--- config.mk ---
export PLATFORM = sky130hd
export DESIGN_NAME = conv_window_gen
export DESIGN_NICKNAME = d
export VERILOG_FILES = /design/src/rtl/conv_pkg.sv /design/src/rtl/conv_line_buffer.sv /design/src/rtl/conv_window_gen.sv
export SDC_FILE = /design/constraint.sdc
export NUM_CORES = 1
export LEC_CHECK = 0
export ABC_AREA = 1
export CORE_MARGIN = 1.5
export CORE_UTILIZATION = 53
export CTS_BUF_LIST = sky130_fd_sc_hd__clkbuf_8
export DETAILED_ROUTE_END_ITERATION = 10
export PLACE_DENSITY_LB_ADDON = 0.3
export SKIP_LAST_GASP = 1
export SLEW_MARGIN = 20
export SYNTH_ARGS = -nofsm -noshare
export SYNTH_HDL_FRONTEND = slang
export SYNTH_HIERARCHICAL = 1
export SYNTH_SLANG_ARGS = --single-unit
export TNS_END_PERCENT = 5
--- constraint.sdc ---
create_clock -name clk -period 2.76 [get_ports clk]
set_clock_uncertainty 0.1 [all_clocks]
set_input_delay 0.276 -clock clk [delete_from_list [all_inputs] [get_ports clk]]
set_output_delay 0.276 -clock clk [all_outputs]
set_load 0.1 [all_outputs]
--- src/rtl/conv_pkg.sv ---
// Shared constants and state encoding for the 3x3 convolution window generator.
package conv_pkg;

  localparam int KERNEL_DIM     = 3;
  localparam int KERNEL_TAPS    = 9;
  localparam int DEFAULT_DATA_W = 17;

  typedef enum logic [1:0] {
    IDLE,
    FILL,
    RUN,
    DONE
  } conv_state_e;

endpackage

--- src/rtl/conv_line_buffer.sv ---
// One image row of storage: combinational read and synchronous write at the same address.
module conv_line_buffer
  import conv_pkg::*;
#(
  parameter int DATA_W = DEFAULT_DATA_W,
  parameter int DEPTH  = 8,
  localparam int ADDR_W = $clog2(DEPTH)
) (
  input  logic              clk,
  input  logic              we,
  input  logic [ADDR_W-1:0] addr,
  input  logic [DATA_W-1:0] wdata,
  output logic [DATA_W-1:0] rdata
);

  logic [DATA_W-1:0] mem_q [DEPTH];

  // Contents are never reset; rows are always rewritten before a window uses them.
  always_ff @(posedge clk) begin
    if (we) begin
      mem_q[addr] <= wdata;
    end
  end

  assign rdata = mem_q[addr];

endmodule

--- src/rtl/conv_window_gen.sv ---
// Builds 3x3 windows from a raster pixel stream using two line buffers.
// Optional macro CONV_WINDOW_COUNT_EN adds a per-frame window counter output.
module conv_window_gen
  import conv_pkg::*;
#(
  parameter int DATA_W = DEFAULT_DATA_W,
  parameter int IMG_W  = 8,
  parameter int IMG_H  = 8
) (
  input  logic              clk,
  input  logic              rst,
  input  logic              en,
  input  logic [DATA_W-1:0] pix_in,
  input  logic              pix_valid,
  output logic              pix_ready,
  output logic [DATA_W-1:0] subimage0,
  output logic [DATA_W-1:0] subimage1,
  output logic [DATA_W-1:0] subimage2,
  output logic [DATA_W-1:0] subimage3,
  output logic [DATA_W-1:0] subimage4,
  output logic [DATA_W-1:0] subimage5,
  output logic [DATA_W-1:0] subimage6,
  output logic [DATA_W-1:0] subimage7,
  output logic [DATA_W-1:0] subimage8,
  output logic              win_valid,
  input  logic              win_ready,
  output logic              frame_done
`ifdef CONV_WINDOW_COUNT_EN
  ,
  output logic [15:0]       win_count
`endif
);

  localparam int COL_W = $clog2(IMG_W);
  localparam int ROW_W = $clog2(IMG_H);
  localparam logic [COL_W-1:0] COL_LAST = COL_W'(IMG_W - 1);
  localparam logic [ROW_W-1:0] ROW_LAST = ROW_W'(IMG_H - 1);
  localparam logic [COL_W-1:0] COL_ONE  = COL_W'(1);
  localparam logic [COL_W-1:0] COL_TWO  = COL_W'(2);
  localparam logic [ROW_W-1:0] ROW_TWO  = ROW_W'(2);

  conv_state_e       state_q, state_d;
  logic [COL_W-1:0]  col_q, col_d;
  logic [ROW_W-1:0]  row_q, row_d;
  logic [DATA_W-1:0] win_q [KERNEL_TAPS];
  logic [DATA_W-1:0] win_d [KERNEL_TAPS];
  logic              win_valid_q, win_valid_d;
  logic              frame_done_q, frame_done_d;
  logic              accept, handoff;
  logic [DATA_W-1:0] lb0_rd, lb1_rd;

  // Both sides use valid/ready: a transfer happens on a rising edge where valid and
  // ready are both high; a producer holds valid and data stable until that edge.
  assign pix_ready = en & (state_q != DONE) & (~win_valid_q | win_ready);
  assign accept    = pix_valid & pix_ready;
  assign handoff   = win_valid_q & win_ready;

  // lb1 holds the previous row, lb0 the row before it; the old lb1 entry cascades into lb0.
  conv_line_buffer #(.DATA_W(DATA_W), .DEPTH(IMG_W)) u_lb1 (
    .clk   (clk),
    .we    (accept),
    .addr  (col_q),
    .wdata (pix_in),
    .rdata (lb1_rd)
  );

  conv_line_buffer #(.DATA_W(DATA_W), .DEPTH(IMG_W)) u_lb0 (
    .clk   (clk),
    .we    (accept),
    .addr  (col_q),
    .wdata (lb1_rd),
    .rdata (lb0_rd)
  );

  always_comb begin
    state_d      = state_q;
    col_d        = col_q;
    row_d        = row_q;
    win_d        = win_q;
    frame_done_d = 1'b0;
    win_valid_d  = win_valid_q & ~handoff;

    if (accept) begin
      for (int r = 0; r < KERNEL_DIM; r++) begin
        for (int c = 0; c < KERNEL_DIM - 1; c++) begin
          win_d[r*KERNEL_DIM + c] = win_q[r*KERNEL_DIM + c + 1];
        end
      end
      win_d[KERNEL_DIM-1]   = lb0_rd;
      win_d[2*KERNEL_DIM-1] = lb1_rd;
      win_d[KERNEL_TAPS-1]  = pix_in;

      // Requiring col>=2 keeps stale columns from the previous row out of any window.
      if (row_q >= ROW_TWO && col_q >= COL_TWO) begin
        win_valid_d = 1'b1;
      end

      if (col_q == COL_LAST) begin
        col_d = '0;
        row_d = (row_q == ROW_LAST) ? '0 : row_q + ROW_W'(1);
      end else begin
        col_d = col_q + COL_W'(1);
      end
    end

    case (state_q)
      IDLE: if (accept) state_d = FILL;
      FILL: if (accept && row_q == ROW_TWO && col_q == COL_ONE) state_d = RUN;
      RUN:  if (accept && row_q == ROW_LAST && col_q == COL_LAST) state_d = DONE;
      DONE: begin
        if (handoff) begin
          state_d      = IDLE;
          frame_done_d = 1'b1;
          col_d        = '0;
          row_d        = '0;
        end
      end
      default: state_d = IDLE;
    endcase
  end

  always_ff @(posedge clk) begin
    if (rst) begin
      state_q      <= IDLE;
      col_q        <= '0;
      row_q        <= '0;
      win_valid_q  <= 1'b0;
      frame_done_q <= 1'b0;
      for (int k = 0; k < KERNEL_TAPS; k++) begin
        win_q[k] <= '0;
      end
    end else begin
      state_q      <= state_d;
      col_q        <= col_d;
      row_q        <= row_d;
      win_valid_q  <= win_valid_d;
      frame_done_q <= frame_done_d;
      win_q        <= win_d;
    end
  end

`ifdef CONV_WINDOW_COUNT_EN
  logic [15:0] win_count_q, win_count_d;

  always_comb begin
    win_count_d = win_count_q;
    if (frame_done_q) begin
      win_count_d = '0;
    end else if (handoff) begin
      win_count_d = win_count_q + 16'd1;
    end
  end

  always_ff @(posedge clk) begin
    if (rst) begin
      win_count_q <= '0;
    end else begin
      win_count_q <= win_count_d;
    end
  end

  assign win_count = win_count_q;
`endif

  assign subimage0  = win_q[0];
  assign subimage1  = win_q[1];
  assign subimage2  = win_q[2];
  assign subimage3  = win_q[3];
  assign subimage4  = win_q[4];
  assign subimage5  = win_q[5];
  assign subimage6  = win_q[6];
  assign subimage7  = win_q[7];
  assign subimage8  = win_q[8];
  assign win_valid  = win_valid_q;
  assign frame_done = frame_done_q;

endmodule
==> results.txt <==
The run finished with clean final reports. After the flow finishes, the layout carries non-filler instances totaling 2,582. Setup repair after global routing left no endpoint under its margin. Summed over all layers, the global routing overflow is 0. The count of nets left with antenna violations once routing finished came out at 0. The total I/O pin count was 178. The synthesized netlist contains 23 unique library cells.

Dividing total power by cell area gives a power density of 691.7 mW/mm2. Walking the worst path, the cells encountered are ha_1 > nor2_1 > nand3_4 > inv_4 > nand2_1 > nor2_1 > buf_4. The worst hold slack after final layout came out at 0.2706 ns. In this run the critical register-to-register path is captured at u_lb0/mem_q[5][15].

STA classifies the critical path endpoint as a flip-flop. The H-tree depth is 3. TritonCTS created 69 clock buffers. The relative contribution of the clock network to total power was 33.9%. The floorplan step defined a die boundary enclosing 0.03415 mm2. The worst register-to-register path has a setup slack of 0.56 ns. The mean instance size in the synthesized netlist came out at 9.332 um2.

The repair_antennas step left the layout with diodes totalling 0. The die extent in x was 184.8 um. For this design the total switching power over the nets is 4.177 mW. The count of mapped cells out of synthesis was 1,877; the via count of the first global-routing pass was 12,499. The maximum clock path buffer count was 3.

Root buffer cell: clkbuf_8. The run gives 0 as the hold violation count in the final report. In this design, the stage delay of the slowest critical-path cell is 0.35 ns. The first detailed-routing pass ran for 5 iterations.

For this run, the total global-route usage over all layers was measured as 24.40%. The number of nets handed over by synthesis was 1,910. Setup total negative slack on the finished layout was measured at 0 ns.

The pin count of the biggest net entering global routing is 159. For the maximum achievable frequency, the log shows 0.4547 GHz. The startpoint of the most critical hold path is win_ready. The count of final max-slew check failures was 0; the number of nets at the end of the flow was 2,120. Cells fill 63.53% of the core in the end. Routability-driven placement finished with a final weighted congestion of 0.8111. The pin slew with the least headroom to its limit works out to 0.6735 ns.

The multi-input combinational cells in the finished layout cover a total of 0.004845 mm2. The total standard cell area after synthesis is 0.01752 mm2, and the number of antenna violations at the first check in global routing is 0. The per-cell via count in the routed design is 5.025, and the quantity of I/O buffers inserted on ports is 177. Die outline height: 184.8 um. Measured in cells, the most critical reg-to-reg path has a length of 7.

The maximum fanout count along the critical path works out to 8. Summing over every cut layer, the via total after detailed routing is 12,975. The tools report the startpoint of the most critical register-to-register path as state_q[0]. Of the total power, registers draw 51.2%. The tool flagged a number of max-cap violations equal to 0. The tools report the hold-critical path endpoint as frame_done. The total setup violations reported at the end of the flow was 0. After detailed routing, the average wire length per cell comes to 16.03 um. The start-to-end type of the worst setup path was flip-flop to flip-flop.

The run gives 0 as the number of gates resized after CTS. For this run, design rule violations remaining after detail routing come to 0. Of the total power, combinational logic draws 14.9%. Final period demand of the worst path: 2.199 ns.

The post-route netlist has 14.81% of its cells at a drive strength greater than 1. The signed area change from the synthesized netlist to the final layout is 18.01%, and the share of synthesized area occupied by flip-flops and latches is 65.26%. For this run, the leading register cell type out of synthesis is edfxtp_1. The proportion of total power due to net switching works out to 29.21%. The clock net sink count was 435. Summed over all nets, the half-perimeter wirelength after detailed placement is 26,500 um. At the placement stage, the worst setup path has a slack of 0.4193 ns. Leaving out fill and tap cells, the most frequent cell in the layout is nand2_1. The largest individual stage delay along the critical path comes from the cell dfxtp_1. The cell count after placement was 2,457; the internal power was 10.12 mW. The detailed router finished its first iteration with 1,082 violations. In the layout the commonest cells are nand2_1, edfxtp_1, buf_4, inv_1, dfxtp_1.

In the final layout, flip-flops and latches occupy 0.01144 mm2. The global-route wire length before repair was 64,710 um; the worst relative slew slack was 55.10%. The data arrival time of the worst path is 2.38 ns.

At the worst endpoint, the required time is 2.94 ns. The final critical path takes up 79.68% of the cycle. The total area inside the core boundary comes to 0.03254 mm2. The total number of yosys warnings is 6, and the number of storage elements in the synthesis netlist is 435. After synthesis, the share of flip-flops with an asynchronous set or reset is 0%. In this design, the critical path's most frequently occurring cell is nor2_1.

The class of the tightest hold or removal check is input pin to flip-flop. The initial cell density of the core was 53.84%; the worst-case vdd ir drop was 0.4799 mV. The number of enable flip-flop cells after synthesis was 272; the wire length reported by the detailed router was 41,380 um.

TritonCTS built the clock tree. The critical path starts at state_q[0]. The clock network latency to the later pin of the worst-skew pair is 0.59 ns.

The floorplan has 66 rows. The final-layout fill cell count came out at 2,684. The worst setup path is launched from a flip-flop. Clock-pin slew was measured on the worst setup and hold paths at 0.06 ns. For this design the static power due to leakage is 8.905 nW. The hold path depth works out to 3.

The tools report the least setup slack across all paths after layout as 0.5609 ns.
[cells by family after synthesis]
| group | after synthesis | synth area share (%) |
|---|---|---|
| AND/OR/NAND/NOR | 981 | 21.81 |
| buffers and inverters | 281 | 7.243 |
| flip-flops | 435 | 65.26 |
| adder cells (fa/ha/maj) | 11 | 0.7857 |
| AO/OA/AOI/OAI | 169 | 4.907 |
[metrics by stage]
| step | power [mW] | area, um2 |
|---|---|---|
| after CTS | 14.40 | 20670 |
| after floorplan | 8.935 | 17520 |
| after global routing | 14.86 | 20670 |
| final | 14.30 | 20670 |
| after global placement | 9.541 | 19430 |
| after detailed placement | 9.579 | 19430 |
[critical path: cells and delay by family, from the launching register on]
| family | cells | cell delay, ns |
|---|---|---|
| AND/OR/NAND/NOR | 4 | 0.80 |
| buffers and inverters | 2 | 0.40 |
| flip-flops | 1 | 0.35 |
| adder cells (fa/ha/maj) | 1 | 0.24 |
[worst max-delay path by stage]
| stage | endpoint | cells after the start |
|---|---|---|
| 5_1_grt | subimage5[8] | 9 |
| 2_1_floorplan | u_lb1/mem_q[1][0] | 6 |
| 6_report | u_lb0/mem_q[5][15] | 7 |
| 3_3_place_gp | u_lb0/mem_q[5][8] | 8 |
| 3_5_place_dp | u_lb0/mem_q[5][8] | 8 |
| 4_1_cts | pix_ready | 5 |
[layer usage]
layer / track usage (%) / vias to the layer above / wire, um
met1: 30.03 / 6084 / 16650
met5: 0 / - / 0
met2: 42.44 / 415 / 20740
met3: 5.269 / 79 / 2864
li1: - / 6397 / -
met4: 8.553 / 0 / 1123
[timing repair]
item,CTS,global route
buffers inserted,0,0
hold buffers,1,0
endpoints found under the hold margin,2,0
[synthesized netlist by cell type (8+ instances only)]
| master | instances | area (um2) |
|---|---|---|
| o21ai_0 | 8 | 40.04 |
| nand2_1 | 880 | 3303 |
| inv_2 | 10 | 37.54 |
| edfxtp_1 | 272 | 8168 |
| buf_6 | 15 | 168.9 |
| a21oi_1 | 158 | 790.8 |
| buf_2 | 50 | 250.2 |
| inv_1 | 175 | 656.9 |
| ha_1 | 11 | 137.6 |
| clkbuf_1 | 20 | 75.07 |
| buf_4 | 10 | 75.07 |
| nand3_1 | 65 | 325.3 |
| dfxtp_1 | 163 | 3263 |
| nor2_1 | 23 | 86.33 |
[sequential cells by signal, summed over array words and instances, names as in the netlist]
signal	flops
row_q	3
win_valid	1
subimage6	17
state_q	2
subimage8	17
u_lb1/mem_q	136
col_q	3
subimage4	17
subimage0	17
frame_done	1
subimage1	17
subimage5	17
subimage7	17
subimage3	17
u_lb0/mem_q	136
subimage2	17
[power by group through the flow]
stage / combinational (mW) / sequential, mW / clock, mW
5_1_grt: 2.32 / 7.33 / 5.21
6_report: 2.13 / 7.32 / 4.85
4_1_cts: 2.14 / 7.32 / 4.95
2_1_floorplan: 0.977 / 7.96 / 0
3_5_place_dp: 2.13 / 7.45 / 0
3_3_place_gp: 2.09 / 7.45 / 0
[final cells by class]
cell class / count / area share [%]
flip-flops and latches: 435 / 55.32
multi-input cells: 1161 / 23.44
repair buffers: 234 / 9.237
clock buffers: 72 / 4.794
inverters: 186 / 3.390
well taps: 442 / 2.675
clock inverters: 52 / 1.144
Note: power is estimated with default switching activity, not from simulation.
